[src/rtl/fifo_arb_pkg.sv]
// Shared types and helpers for the FIFO write-port arbiter.
package fifo_arb_pkg;

    typedef enum logic {
        ARB_IDLE  = 1'b0,
        ARB_GRANT = 1'b1
    } arb_state_t;

    // Round-robin successor of ptr in a ring of n positions.
    function automatic int unsigned rr_next(input int unsigned ptr, input int unsigned n);
        return (ptr + 1 >= n) ? 0 : ptr + 1;
    endfunction

endpackage

[src/rtl/fifo_write_arbiter_rr_priority_picker.sv]
// Combinational rotating-priority encoder: first set request at or above i_start, wrapping.
module rr_priority_picker #(
    parameter int unsigned NUM_REQ = 4,
    parameter int unsigned IDX_W   = (NUM_REQ > 1) ? $clog2(NUM_REQ) : 1
) (
    input  logic [NUM_REQ-1:0] i_req,
    input  logic [IDX_W-1:0]   i_start,
    output logic               o_any_valid,
    output logic [IDX_W-1:0]   o_index
);
    logic             w_hi_hit;
    logic [IDX_W-1:0] w_hi_idx;
    logic [IDX_W-1:0] w_lo_idx;

    // Descending scan leaves the lowest hit in each half: at/above start, and overall.
    always_comb begin
        w_hi_hit    = 1'b0;
        w_hi_idx    = '0;
        w_lo_idx    = '0;
        o_any_valid = |i_req;
        for (int k = NUM_REQ - 1; k >= 0; k--) begin
            if (i_req[k]) begin
                w_lo_idx = IDX_W'(k);
                if (IDX_W'(k) >= i_start) begin
                    w_hi_hit = 1'b1;
                    w_hi_idx = IDX_W'(k);
                end
            end
        end
        o_index = w_hi_hit ? w_hi_idx : w_lo_idx;
    end

endmodule

[src/rtl/fifo_write_arbiter.sv]
// Round-robin arbiter sharing one FIFO write port among NUM_REQ valid/ack producers.
// Grants last up to MAX_BURST words; one arbitration cycle separates consecutive owners.
module fifo_write_arbiter
    import fifo_arb_pkg::*;
#(
    parameter int unsigned NUM_REQ    = 4,
    parameter int unsigned DATA_WIDTH = 8,
    parameter int unsigned MAX_BURST  = 4
) (
    input  logic                          i_clk,
    input  logic                          i_rst,
    input  logic [NUM_REQ-1:0]            i_req,
    input  logic [NUM_REQ*DATA_WIDTH-1:0] i_req_data,
    output logic [NUM_REQ-1:0]            o_ack,
    output logic [NUM_REQ-1:0]            o_grant,
    output logic                          o_busy,
    output logic                          o_fifo_write,
    output logic [DATA_WIDTH-1:0]         o_fifo_write_data,
    input  logic                          i_fifo_full
);
    localparam int unsigned      IDX_W     = (NUM_REQ > 1) ? $clog2(NUM_REQ) : 1;
    localparam int unsigned      CNT_W     = (MAX_BURST > 1) ? $clog2(MAX_BURST) : 1;
    localparam logic [CNT_W-1:0] LAST_BEAT = CNT_W'(MAX_BURST - 1);

    arb_state_t          r_state;
    logic [IDX_W-1:0]    r_owner;
    logic [IDX_W-1:0]    r_rr_ptr;
    logic [CNT_W-1:0]    r_beat_cnt;
    logic [NUM_REQ-1:0]  r_grant;

    logic                w_any;
    logic [IDX_W-1:0]    w_pick;
    logic                w_owner_req;
    logic [DATA_WIDTH-1:0] w_owner_data;
    logic                w_xfer;
    logic                w_release;

    rr_priority_picker #(
        .NUM_REQ (NUM_REQ),
        .IDX_W   (IDX_W)
    ) u_picker (
        .i_req       (i_req),
        .i_start     (r_rr_ptr),
        .o_any_valid (w_any),
        .o_index     (w_pick)
    );

    // Owner's request bit and data slice.
    always_comb begin
        w_owner_req  = 1'b0;
        w_owner_data = '0;
        for (int k = 0; k < NUM_REQ; k++) begin
            if (r_owner == IDX_W'(k)) begin
                w_owner_req  = i_req[k];
                w_owner_data = i_req_data[k*DATA_WIDTH +: DATA_WIDTH];
            end
        end
    end

    assign w_xfer    = (r_state == ARB_GRANT) && w_owner_req && !i_fifo_full;
    assign w_release = (r_state == ARB_GRANT) &&
                       ((w_xfer && (r_beat_cnt == LAST_BEAT)) || !w_owner_req);

    always_comb begin
        o_ack = '0;
        for (int k = 0; k < NUM_REQ; k++) begin
            o_ack[k] = w_xfer && (r_owner == IDX_W'(k));
        end
    end

    assign o_fifo_write      = w_xfer;
    assign o_fifo_write_data = w_xfer ? w_owner_data : '0;
    assign o_grant           = r_grant;
    assign o_busy            = (r_state == ARB_GRANT);

    always_ff @(posedge i_clk or posedge i_rst) begin
        if (i_rst) begin
            r_state    <= ARB_IDLE;
            r_owner    <= '0;
            r_rr_ptr   <= '0;
            r_beat_cnt <= '0;
            r_grant    <= '0;
        end else begin
            case (r_state)
                ARB_IDLE: begin
                    if (w_any) begin
                        r_state    <= ARB_GRANT;
                        r_owner    <= w_pick;
                        r_beat_cnt <= '0;
                        r_grant    <= NUM_REQ'(1) << w_pick;
                    end
                end
                ARB_GRANT: begin
                    if (w_release) begin
                        r_state    <= ARB_IDLE;
                        r_rr_ptr   <= IDX_W'(rr_next(32'(r_owner), NUM_REQ));
                        r_beat_cnt <= '0;
                        r_grant    <= '0;
                    end else if (w_xfer) begin
                        r_beat_cnt <= r_beat_cnt + CNT_W'(1);
                    end
                end
                default: r_state <= ARB_IDLE;
            endcase
        end
    end

endmodule

[config.mk]
export PLATFORM = sky130hd
export DESIGN_NAME = fifo_write_arbiter
export DESIGN_NICKNAME = d
export VERILOG_FILES = /design/src/rtl/fifo_arb_pkg.sv /design/src/rtl/fifo_write_arbiter_rr_priority_picker.sv /design/src/rtl/fifo_write_arbiter.sv
export SDC_FILE = /design/constraint.sdc
export NUM_CORES = 1
export LEC_CHECK = 0
export BUFFER_PORTS_ARGS = -buffer_cell sky130_fd_sc_hd__buf_2
export CAP_MARGIN = 40
export CORE_ASPECT_RATIO = 1.1
export CORE_MARGIN = 1.5
export CORE_UTILIZATION = 40
export CTS_BUF_LIST = sky130_fd_sc_hd__clkbuf_16
export CTS_CLUSTER_DIAMETER = 150
export CTS_CLUSTER_SIZE = 20
export DETAILED_ROUTE_END_ITERATION = 6
export MAX_ROUTING_LAYER = met4
export PLACE_DENSITY_LB_ADDON = 0.1
export SKIP_LAST_GASP = 1
export SYNTH_ARGS = -nofsm -noshare
export SYNTH_HDL_FRONTEND = slang
export SYNTH_SLANG_ARGS = --single-unit
[constraint.sdc]
create_clock -name i_clk -period 1.95 [get_ports i_clk]
set_clock_uncertainty 0.15 [all_clocks]
set_input_delay 0.195 -clock i_clk [delete_from_list [all_inputs] [get_ports i_clk]]
set_output_delay 0.195 -clock i_clk [all_outputs]
set_load 0.01 [all_outputs]
**Yosys cells after proc, flatten, opt, wreduce, memory -nomap -nowiden**

Cells that the tools add are included.
W data, S select, Z words.

- Multiplexer cells: 41
- Eq/ne operators: 7
- Add/sub/neg operators: 2
- Bitwise gates (word level): 1
- Shift operators: 1
- Magnitude comparators: 5
- Reductions and logical operators: 17

Operators with widths:

| kind | count |
|---|---|
| $mux W8 | 5 |
| $mux W2 | 17 |
| $mux W1 | 14 |
| $logic_and A1 B1 Y1 | 8 |
| $mux W4 | 2 |
| $pmux W4 S2 | 1 |
| $reduce_and A2 Y1 | 4 |
| $eq A2 B2 Y1 const B | 3 |
| $ge A1 B2 Y1 const A | 2 |
| $ge A2 B2 Y1 const A | 2 |
| $ne A2 B1 Y1 const B | 2 |
| $pmux W2 S2 | 1 |
| $reduce_or A4 Y1 | 1 |
| $shl A1 B2 Y4 const A | 1 |
| $add A2 B1 Y3 const B | 1 |
| $ge A3 B3 Y1 const B | 1 |
| $ne A3 B1 Y1 const B | 1 |
| $add A2 B1 Y2 const B | 1 |
| $eq A2 B1 Y1 const B | 1 |
| $logic_not A1 Y1 | 2 |
| $logic_not A2 Y1 | 1 |
| $pmux W1 S2 | 1 |
| $logic_or A1 B1 Y1 | 1 |
| $not A1 Y1 | 1 |

- Register bits after elaboration: 11
- Input port bits: 39
- Output and inout port bits: 18
- Word-level logic and storage cells: 79

**Longest topological paths before layout**

- Depth in word-level cells: 13
- Depth in mapped cells: 8
- Mapped depth without buffers: 6

**By module**

A second synthesis with hierarchy kept.

- Cell total of the unflattened synthesis: 134
- Area total of the unflattened synthesis: 1054.8 sq um

By module, submodules not included:

| module | area each (sq um) | sequential area each (sq um) | cells an instance | times used |
|---|---|---|---|---|
| fifo_write_arbiter | 982.2 | 275.3 | 121 | 1 |
| rr_priority_picker | 72.6 | 0.0 | 13 | 1 |

**Least setup slack after synthesis**

OpenSTA, ideal clock, no wires.

- Path type: register to output
- Start: register r_owner[0]
- End: output o_fifo_write_data[0]
- Buffers on the path: 2
- Slack: -0.104 ns
- Cell stages (with the launch flop): 9
- Required time: 1.605 ns
- Arrival time: 1.709 ns
- Path through: dfrtp_1 -> inv_1 -> ha_1 -> buf_2 -> nand3b_4 -> a211oi_4 -> nand3b_4 -> buf_6 -> nor2_1

- Longest elaborated chain between the ends: 8
- Elaborated cells on any way between the ends: 15
- Those cells by class: 3 x eq/ne; 9 x mux; 3 x reduce/logical

RTL lines:

| element | line | RTL |
|---|---|---|
| start: declaration | fifo_write_arbiter.sv:26 | `logic [IDX_W-1:0] r_owner;` |
| start signal: assignment | fifo_write_arbiter.sv:88 | `r_owner <= w_pick;` |
| $logic_not A2 Y1 | fifo_write_arbiter.sv:53 | `if (r_owner == IDX_W'(k)) begin` |
| $mux W1 (4 in a row) | fifo_write_arbiter.sv:53 |  |
| $logic_and A1 B1 Y1 (2 in a row) | fifo_write_arbiter.sv:60 | `assign w_xfer = (r_state == ARB_GRANT) && w_owner_req && !i_fifo_full;` |
| $mux W8 (*) | fifo_write_arbiter.sv:72 | `assign o_fifo_write_data = w_xfer ? w_owner_data : '0;` |
| end: declaration | fifo_write_arbiter.sv:18 | `output logic [DATA_WIDTH-1:0] o_fifo_write_data,` |

Every way passes the cells marked *; elsewhere a longest branch is shown, timed or not.

**Final worst setup path**

Same ends and word-level chain as after synthesis.

==> qor.yml <==
critical_path:
  critical_path_class: "register to primary output"
  worst_setup_path_end_kind: "primary output"
  rr_worst_depth: 8
  start_kind: "register"
  crit_arrival_ns: 1.92
  r2r_slack_ns: -0.27
  reg2reg_from: "r_owner[0]$_DFFE_PP0P_"
  cp_data_required_time_ns: 1.60
  cp_max_fo: 7
  cp-startpoint: "r_owner[0]$_DFFE_PP0P_"
  rr_endpoint: "r_rr_ptr[0]$_DFFE_PP0P_"
sta:
  min_period_ns: 2.27
  maxSlewViolCount: 0
  max_slew_margin_pct: 65.3
  setup_viol: 22
  rsz0062_at_grt: "true"
  worstMarginPinSlew_ns: 0.520
  layout_setup_ws_ns: -0.316
  final_hold_viol_count: 0
  max_freq_mhz: 441
  final.period_utilization_pct: 116
floorplan:
  io_pins: 57
  die_h_um: 56.8
  initial_core_util_pct: 42.2
  rows: 19
  die_area_um2: 2950
  die_w_um: 51.9
  core-area_um2: 2500
global_route:
  grt_pass1_wl_mm: 5.05
  first_global_vias: 1152
  grt_antenna_before_repair: 0
  grt_max_degree: 18
  overflow: 0
  gr-usage-all-layers_pct: 23.0
clock_network:
  htreeDepth: 1
  clock_sinks: 11
  cts_tree: "done"
  clkSlewWorstSetupHoldPaths_ns: 0.04
  cts_root_buf: "clkbuf_16"
  cts-buffers-inserted: 3
  clk_latency_ns: 0.24
  clockBufferDepth: 2
pwr:
  power_density_nw_per_um2: 1600
  switching_share_pct: 42.8
  power_frac_clock_pct: 12.6
  power_mw: 2.86
  power.leakage_nw: 0.844
  combPwrFrac_pct: 71.1
  p_sw_mw: 1.22
  power_frac_seq_pct: 16.3
  internal_power_mw: 1.64
  vdd_ir_drop_max_v: 0.00117
synth:
  syn_area_per_cell_um2: 8.30
  synth_area_um2: 1050
  syn-num-nets: 171
  syn_inst: 127
  yosysTopAreaCell: "dfrtp_1"
  synth_top_cell_area_share_pct: 26.1
  synth.distinct_cells: 33
  yosysWarningCount: 0
  ys_seq_area_share_pct: 26.1
  ys_ff_latch: 11
  ys_top_cells_by_area: "dfrtp_1, ha_1, a22oi_1, nor2_1, o21a_1"
final_layout:
  layout.nets: 247
  drive_gt1_share_pct: 55.4
  antenna_cells: 0
  syn_to_final_growth_pct: 69.4
placed_design:
  gp_congestion: 0.791
  place_hpwl_mm: 2.42
  dp_slack_ns: -0.158
  io_buffer_count: 56
min_path:
  whs_endpoint: "r_beat_cnt[0]$_DFFE_PP0P_"
  hold_class: "primary input to register"
  hold_start: "i_fifo_full"
  whs_path_depth: 4
route:
  avgViaCountPerCell: 5.28
  via_count: 1230
  wl_mm: 3.27
  drt_iter0_drc: 28
  wl_per_cell_um: 14.1
  dr.pass1.iters: 4
  ant_nets: 0
  drc_errors: 0
run:
  drv_cap: 0
run_status:
  status: "complete, but fails checks"
  violations: "negative setup slack"
[cell families (layout without fill, tap and decap cells)]
kind of cell / Yosys count / after routing / synth area share [%]
buffers and inverters: 20 / 95 / 9.26
and+or+nand+nor: 38 / 38 / 19.6
DFF: 11 / 11 / 26.1
muxes: 4 / 4 / 4.75
adders and majority gates: 5 / 5 / 5.94
AOI/OAI and AO/OA: 49 / 49 / 34.3
[cells in the mapped netlist]
master	n
a211oi_2	1
a211oi_4	1
a21bo_4	1
a21boi_0	1
a21oi_1	8
a22oi_1	8
a31o_2	2
a31oi_1	2
a32o_1	2
and2b_1	1
buf_2	3
buf_4	1
buf_6	2
clkbuf_1	1
clkinv_1	2
dfrtp_1	11
ha_1	5
inv_1	11
mux2_4	2
mux2i_1	2
nand2_1	8
nand3_1	1
nand3b_4	2
nor2_1	16
nor2b_1	6
nor3_1	1
nor3b_1	2
nor4_1	1
o21a_1	8
o21ai_0	8
o22ai_1	3
o32a_1	1
o32ai_1	3
[registers in the layout (all words and copies together) (netlist names)]
signal / count
o_grant: 4
o_busy: 1
r_rr_ptr: 2
r_beat_cnt: 2
r_owner: 2
[worst max-delay path, stage by stage, from the launching register on]
cell	delay (ns)
dfrtp_2	0.46
ha_4	0.20
and2b_1	0.18
a211oi_4	0.29
nand3b_4	0.17
buf_6	0.19
nor2_4	0.09
buf_6	0.10
[area by class of cell]
class                   instances  area (µm²)
well taps                      31        38.8
inverters                      13        55.1
flip-flops and latches         11         278
multi-input cells              96         815
repair buffers                 78         519
clock inverters                 1        3.75
clock buffers                   3        75.1
fillers                       213         712
[layout by cell type, fill, tap and decap left out, drive strengths merged, types with 2 or more instances in the layout]
| cell | count |
|---|---|
| nand3b | 2 |
| a211oi | 2 |
| nand2 | 8 |
| o22ai | 3 |
| o21a | 8 |
| nor2b | 6 |
| mux2 | 2 |
| a31oi | 2 |
| clkbuf | 3 |
| ha | 5 |
| nor3b | 2 |
| inv | 13 |
| o21ai | 8 |
| a21oi | 8 |
| dfrtp | 11 |
| buf | 77 |
| a32o | 2 |
| a22oi | 8 |
| nor2 | 16 |
| o32ai | 3 |
| mux2i | 2 |
| a31o | 2 |
[per-stage QoR]
stage          hold WS, ns  TNS [ns]  instances  util (%)  area (µm²)
2_1_floorplan       -0.103    -0.559        127         -        1140
3_3_place_gp        0.0441     -1.29        223      60.7        1510
3_5_place_dp        0.0596     -2.24        223      60.7        1510
4_1_cts              0.175     -5.05        229      65.8        1640
5_1_grt              0.235     -7.30        233      71.5        1780
6_report             0.174     -5.33        233      71.5        1780
[layer usage]
layer | wire length, µm | global-route usage, % | share of wire (%) | vias up
met5 | 0 | - | 0 | -
met4 | 48 | 9.02 | 1.5 | 0
met3 | 183 | 2.93 | 5.6 | 4
met2 | 1700 | 36.9 | 52 | 46
met1 | 1340 | 28.9 | 41 | 574
li1 | - | - | - | 606
[how the worst max path moves through the flow]
stage	slack [ns]	end	depth (start not counted)
6_report	-0.32	o_fifo_write_data[0]	7
4_1_cts	-0.32	o_fifo_write_data[0]	8
3_3_place_gp	-0.10	o_fifo_write_data[0]	8
5_1_grt	-0.40	o_fifo_write_data[0]	8
3_5_place_dp	-0.16	r_rr_ptr[0]$_DFFE_PP0P_	7
2_1_floorplan	-0.05	o_ack[0]	7
[power groups by stage]
stage | Combinational (mW) | Clock [mW] | Sequential, mW
6_report | 2.03 | 0.362 | 0.465
3_5_place_dp | 1.73 | 0 | 0.437
3_3_place_gp | 1.70 | 0 | 0.431
2_1_floorplan | 1.27 | 0 | 0.417
4_1_cts | 1.82 | 0.371 | 0.439
5_1_grt | 2.21 | 0.383 | 0.477
[timing repair]
action,4_1_cts,5_1_grt
hold buffers,1,0
buffers inserted,1,4
cloned,0,0
hold endpoints to repair,11,0
resized for setup,10,23
pin swaps,2,5
setup endpoints to repair,21,22
Note: power is estimated with default switching activity, not from simulation.
